$ cat src/rtl/iob_soc_opencryptolinux_mem_arbiter.sv
// rtl/iob_soc_opencryptolinux_mem_arbiter.sv - two-master round-robin arbiter onto one shared IOb memory port
module iob_soc_opencryptolinux_mem_arbiter #(
    parameter int ADDR_W = 32,
    parameter int DATA_W = 32
) (
    input  logic                clk_i,
    input  logic                rst_i,
    input  logic                cke_i,

    input  logic                m0_iob_avalid_i,
    input  logic [ADDR_W-1:0]   m0_iob_addr_i,
    input  logic [DATA_W-1:0]   m0_iob_wdata_i,
    input  logic [DATA_W/8-1:0] m0_iob_wstrb_i,
    output logic [DATA_W-1:0]   m0_iob_rdata_o,
    output logic                m0_iob_rvalid_o,
    output logic                m0_iob_ready_o,

    input  logic                m1_iob_avalid_i,
    input  logic [ADDR_W-1:0]   m1_iob_addr_i,
    input  logic [DATA_W-1:0]   m1_iob_wdata_i,
    input  logic [DATA_W/8-1:0] m1_iob_wstrb_i,
    output logic [DATA_W-1:0]   m1_iob_rdata_o,
    output logic                m1_iob_rvalid_o,
    output logic                m1_iob_ready_o,

    output logic                s_iob_avalid_o,
    output logic [ADDR_W-1:0]   s_iob_addr_o,
    output logic [DATA_W-1:0]   s_iob_wdata_o,
    output logic [DATA_W/8-1:0] s_iob_wstrb_o,
    input  logic [DATA_W-1:0]   s_iob_rdata_i,
    input  logic                s_iob_rvalid_i,
    input  logic                s_iob_ready_i,

    output logic [1:0]          grant_o
);

    localparam int STRB_W = DATA_W / 8;

    typedef enum logic [1:0] {
        IDLE   = 2'd0,
        ACCESS = 2'd1,
        RDATA  = 2'd2
    } state_t;

    state_t      state_q, state_d;
    logic [1:0]  grant_q, grant_d;
    logic        last_q,  last_d;

    logic              sel;
    logic              sel_avalid;
    logic [ADDR_W-1:0] sel_addr;
    logic [DATA_W-1:0] sel_wdata;
    logic [STRB_W-1:0] sel_wstrb;
    logic              pick_m1;
    logic              fwd_ready;
    logic              fwd_rvalid;
    logic [DATA_W-1:0] fwd_rdata;

    // Request mux follows the registered grant, so the slave only ever sees one master.
    assign sel        = grant_q[1];
    assign sel_avalid = sel ? m1_iob_avalid_i : m0_iob_avalid_i;
    assign sel_addr   = sel ? m1_iob_addr_i   : m0_iob_addr_i;
    assign sel_wdata  = sel ? m1_iob_wdata_i  : m0_iob_wdata_i;
    assign sel_wstrb  = sel ? m1_iob_wstrb_i  : m0_iob_wstrb_i;

    // On a tie the master that did not win last time gets the bus.
    assign pick_m1 = m1_iob_avalid_i & (~m0_iob_avalid_i | ~last_q);

    always_comb begin
        state_d        = state_q;
        grant_d        = grant_q;
        last_d         = last_q;
        s_iob_avalid_o = 1'b0;
        s_iob_addr_o   = '0;
        s_iob_wdata_o  = '0;
        s_iob_wstrb_o  = '0;
        fwd_ready      = 1'b0;
        fwd_rvalid     = 1'b0;
        fwd_rdata      = '0;

        case (state_q)
            IDLE: begin
                grant_d = 2'b00;
                if (m0_iob_avalid_i || m1_iob_avalid_i) begin
                    grant_d = pick_m1 ? 2'b10 : 2'b01;
                    state_d = ACCESS;
                end
            end
            ACCESS: begin
                s_iob_avalid_o = sel_avalid;
                s_iob_addr_o   = sel_addr;
                s_iob_wdata_o  = sel_wdata;
                s_iob_wstrb_o  = sel_wstrb;
                fwd_ready      = s_iob_ready_i;
                if (!sel_avalid) begin
                    state_d = IDLE;
                    grant_d = 2'b00;
                    last_d  = sel;
                end else if (s_iob_ready_i) begin
                    if (sel_wstrb != '0) begin
                        state_d = IDLE;
                        grant_d = 2'b00;
                        last_d  = sel;
                    end else begin
                        state_d = RDATA;
                    end
                end
            end
            RDATA: begin
                fwd_rvalid = s_iob_rvalid_i;
                fwd_rdata  = s_iob_rdata_i;
                if (s_iob_rvalid_i) begin
                    state_d = IDLE;
                    grant_d = 2'b00;
                    last_d  = sel;
                end
            end
            default: begin
                state_d = IDLE;
                grant_d = 2'b00;
            end
        endcase

        // Outputs are held quiet while reset is asserted, whatever the old state was.
        if (rst_i) begin
            s_iob_avalid_o = 1'b0;
            s_iob_addr_o   = '0;
            s_iob_wdata_o  = '0;
            s_iob_wstrb_o  = '0;
            fwd_ready      = 1'b0;
            fwd_rvalid     = 1'b0;
            fwd_rdata      = '0;
        end
    end

    always_comb begin
        m0_iob_ready_o  = grant_q[0] & fwd_ready;
        m0_iob_rvalid_o = grant_q[0] & fwd_rvalid;
        m0_iob_rdata_o  = grant_q[0] ? fwd_rdata : '0;
        m1_iob_ready_o  = grant_q[1] & fwd_ready;
        m1_iob_rvalid_o = grant_q[1] & fwd_rvalid;
        m1_iob_rdata_o  = grant_q[1] ? fwd_rdata : '0;
        grant_o         = rst_i ? 2'b00 : grant_q;
    end

    always_ff @(posedge clk_i) begin
        if (rst_i) begin
            state_q <= IDLE;
            grant_q <= 2'b00;
            last_q  <= 1'b1;
        end else if (cke_i) begin
            state_q <= state_d;
            grant_q <= grant_d;
            last_q  <= last_d;
        end
    end

endmodule
$ cat config.mk
export PLATFORM = sky130hd
export DESIGN_NAME = iob_soc_opencryptolinux_mem_arbiter
export DESIGN_NICKNAME = d
export VERILOG_FILES = /design/src/rtl/iob_soc_opencryptolinux_mem_arbiter.sv
export SDC_FILE = /design/constraint.sdc
export NUM_CORES = 1
export LEC_CHECK = 0
export CORE_AREA = 3 3 120 122
export DETAILED_ROUTE_END_ITERATION = 10
export DIE_AREA = 0 0 123 125
export PLACE_DENSITY = 0.53
export SLEW_MARGIN = 25
export SYNTH_ARGS = -nofsm -noshare
export SYNTH_HDL_FRONTEND = slang
export SYNTH_SLANG_ARGS = --single-unit
$ cat constraint.sdc
create_clock -name clk_i -period 2.3 [get_ports clk_i]
set_input_delay 0.69 -clock clk_i [delete_from_list [all_inputs] [get_ports clk_i]]
set_output_delay 0.69 -clock clk_i [all_outputs]
set_load 0.01 [all_outputs]
* After elaboration in Yosys (flattened, before gate mapping)
Index checks and enable logic that the tools add are counted.
** Storage, ports and cells
- Bits in registers :: 5
- Input bits :: 175
- Output and inout bits :: 139
- Logic and storage cells :: 62
** Operators by class
- Eq/ne operators :: 6
- Muxes and demuxes :: 38
- Bitwise operators :: 8
- Reductions and logical operators :: 7
** Operators with widths (number)
- 32-bit 2-to-1 mux :: 10
- 2-bit 2-to-1 mux :: 11
- 4-bit 2-to-1 mux :: 3
- 2-bit one-hot mux with 3 select lines :: 2
- 1-bit 2-to-1 mux :: 11
- 4-bit AND reduction :: 2
- 3-bit != test, second input constant :: 2
- 1-bit bitwise AND :: 5
- 5-bit AND reduction :: 1
- 2-bit != test, second input constant :: 2
- 4-bit nonzero test :: 1
- 2-bit by 1-bit == test with 1-bit output, second input constant :: 1
- 2-bit == test, second input constant :: 1
- 2-bit zero test :: 1
- 1-bit NOT :: 2
- 1-bit one-hot mux with 2 select lines :: 1
- 2-bit nonzero test :: 1
- 1-bit logical OR :: 1
- 1-bit OR :: 1

* Longest topological paths before layout
- Depth in word-level cells :: 6
- Mapped depth :: 5
- Depth with buffers taken out :: 4

* Worst setup path before layout
OpenSTA, ideal clock, no wires.
- Path kind :: input -> output
- From :: input port rst_i
- To :: output port m0_iob_rdata_o[10]
- Arrival :: 1.480 ns
- Data required time :: 1.610 ns
- Setup slack :: 0.130 ns
- Cell stages on the path :: 5
- Path buffers :: 1
- Cell sequence :: inv_1 -> nand2_1 -> nor2_1 -> clkbuf_1 -> and2_1
** On the way
- Word-level cells in the longest chain between the ends :: 2
** Ends and longest elaborated chain
- start: declaration :: RTL line 7 : input logic rst_i,
- 32-bit 2-to-1 mux :: RTL line 125 : if (rst_i) begin
- 32-bit 2-to-1 mux :: RTL line 139 : m0_iob_rdata_o = grant_q[0] ? fwd_rdata : '0;
- end: declaration :: RTL line 14 : output logic [DATA_W-1:0] m0_iob_rdata_o,
No other way between the ends.

* Worst setup path after layout
- From :: input port rst_i
- To :: output port s_iob_addr_o[11]
** On the way
- Word-level cells in the longest chain between the ends :: 1
** Ends and longest elaborated chain
- 32-bit 2-to-1 mux :: RTL line 125
- end: declaration :: RTL line 27 : output logic [ADDR_W-1:0] s_iob_addr_o,
No other way between the ends.

==> results.md <==
* Vias in the first global route at 3290
* Initial Util at 0.137
* R2r startpoint: grant_q[1]
* Setup crit start: rst_i
* Final setup viols at 0
* DRC at 0
* Largest cells by area after synthesis: mux2i_1 39%, and2_1 22%, nor2_1 15%
* Synth Cell Area at 1830 um^2
* Slew Limit Fails at 0
* Int Power at 823 uW
* Mapped Nets at 448
* Area growth, synth to finish at 212%
* Final Hold Violating Endpoints at 0
* Routed len/inst at roughly 18 um
* Fillers at 1375
* Clock tree buffer depth at 2
* Post-DP Area at 5380 um^2
* Pleak at 0.00255 uW
* RSZ-0062 raised after global routing: yes
* Sequential share of power at 0.084
* Slew margin rel. at 0.749
* Layout Skew at 0.00271 ns
* Slew of the pin with the lowest slew margin at 0.372 ns
* Clk slew on worst S/H paths at 0.04 ns
* Total GRT Usage at 0.165
* HP Start: last_q
* Global-route wire length before repair at 19.8 mm
* RePlAce Congestion at 0.888
* Status: completed
* Post-route total power at 1200 uW
* DR vias/cell at 4.09
* Die span in x at 123 um
* Post-DP HPWL at 10.5 mm
* Nets at 797
* Core box area at 13300 um^2
* Avg Synthesized Cell Area at about 6.7 um^2
* DIE HEIGHT at 125 um
* FF-to-FF setup slack at between 0.7 and 0.8 ns
* Clock power frac at 0.246
* Synth Flop Type: dfxtp_1
* Register area share after synthesis at 0.0548
* Yosys reg bits at 5
* Pwr Density at 210 nW/um^2
* Fraction of layout cells with a size suffix above 1 at 0.411
* Sw frac at 0.313
* CP endpoint kind: output pin
* Area of the multi-input gates at 1940 um^2
* Final min period at 2.29 ns
* Warnings from Yosys at 0
* Number of flops mapped to enable cells by yosys at 0
* Crit start category: input port
* Distinct cell type count after synthesis at 23
* Ys async rst share at 0
* Port Buf Inserts at about 310
* Syn Inst Count at 273
* Insertion delay to the later sink of the worst-skew pair at 0.23 ns
* Cell Rows at 42
* CP Class: in2out
* CTS Buf Count at 3
* CTS sink cnt at 5
* Post-route design area at approximately 5700 um^2
* Share of the synthesized area in the top cell type at 0.395
* # diodes at 0
* Most used cell, CP: buf_6
* Die area at 15400 um^2
* Post-synth top area cell: mux2i_1
* CTS tree: yes
* DRT Wirelength at 14.0 mm
* Vias at 3263
* Logic pwr share at 0.670
* Routed Antenna Nets at 0
* 1st-pass router iterations at 4
* Highest clock rate at 437 MHz
* Slowest stage delay, CP at 0.16 ns
* DR iter-0 viols at 85
* Commonest non-fill, non-tap cells in the layout: 169 x clkdlybuf4s50_1, 91 x buf_2, 72 x mux2i_1
* # Max-Cap Violations at 0
* Io pins at 314
* Sequential cell area at 104 um^2
* Switch Pwr at 375 uW
* Final hold slack at ~0.53 ns
* Total congestion overflow at 0
* H-tree levels at 1
* Most common cell after layout, fill and taps aside: clkdlybuf4s50_1
* Worst path slowest cell: buf_6
* Crit share post-route at 0.996
* Data arrival time of the worst path at 1.60 ns
* Hold WC Path Type: reg2reg
* CTS root buffer: clkbuf_16
* Crit path required time at 1.61 ns
* Worst-path fanout max at 6
* Number of antenna violations at the first check in global routing at 0
* CP cell instances: buf_8, inv_8, buf_6, nand2_8, buf_6, buf_16, nor2_1, buf_2
* Largest net degree at the start of global routing at 25
* Max VDD drop at between 0.2 and 0.25 mV
area by class of cell:
class,instances,share of cell area
timing repair buffer,365,0.585
tap,176,0.0386
inverter,5,0.00461
sequential,5,0.0182
multi-input combinational,242,0.340
clock buffer,4,0.0138
synth_stat cells, types with 3 or more instances:
| cell type | instances |
|---|---|
| nor3_1 | 5 |
| clkbuf_1 | 7 |
| and2_1 | 64 |
| nand2b_1 | 3 |
| clkbuf_2 | 3 |
| buf_2 | 11 |
| nand2_1 | 6 |
| inv_1 | 5 |
| nor2_1 | 75 |
| dfxtp_1 | 5 |
| mux2i_1 | 72 |
flip-flops by register name, indices dropped and copies added (netlist names):
name / flops
last_q: 1
state_q: 2
grant_q: 2
power groups by stage:
stage / registers [uW] / clock network [uW] / logic (uW)
final: 101 / 295 / 803
after global routing: 102 / 314 / 858
after CTS: 101 / 296 / 753
after detailed placement: 101 / 0 / 692
after global placement: 101 / 0 / 685
after floorplan: 100 / 0 / 208
worst max-delay path: cells and delay by family:
kind | cells | cell delay (ns)
and+or+nand+nor | 2 | 0.20
buffers and inverters | 6 | 0.71
metal layers:
metal,global-route usage,share of wire,vias to the layer above
met1,0.187,0.36,1474
met5,0,0,-
met3,0.0366,0.091,8
met4,0.0215,0.0097,0
met2,0.318,0.53,159
li1,-,-,1622
per-stage QoR:
stage	worst slack, ns	setup TNS, ns	utilization	std cells
global route	-0.0219	-0.0973	0.429	797
global placement	-0.828	-101.29	0.405	772
floorplan	0.130	0	-	273
detailed placement	-0.806	-99.70	0.405	772
finish	0.00946	0	0.429	797
CTS	-0.0870	-0.434	0.409	798
path summary, 6_finish.rpt:
check	depth (start not counted)	endpoint
min reg2reg	2	last_q
max reg2reg	6	state_q[1]
max	8	s_iob_addr_o[11]
min	2	last_q
timing repair:
item	in CTS	in global routing
endpoints found under the setup margin	139	73
pin swaps	8	5
resized for setup	556	131
gates cloned	10	0
setup buffers	12	1
hold buffers	0	0
logic make-up (layout without fill, tap and decap cells):
family | after synthesis | in the layout | share of synthesized area
and+or+nand+nor | 162 | 162 | 0.441
DFF | 5 | 5 | 0.0548
muxes | 72 | 72 | 0.395
buffers and inverters | 26 | 374 | 0.0631
AOI/OAI and AO/OA | 8 | 8 | 0.0459
No activity file was read; power rests on OpenSTA's default activity.
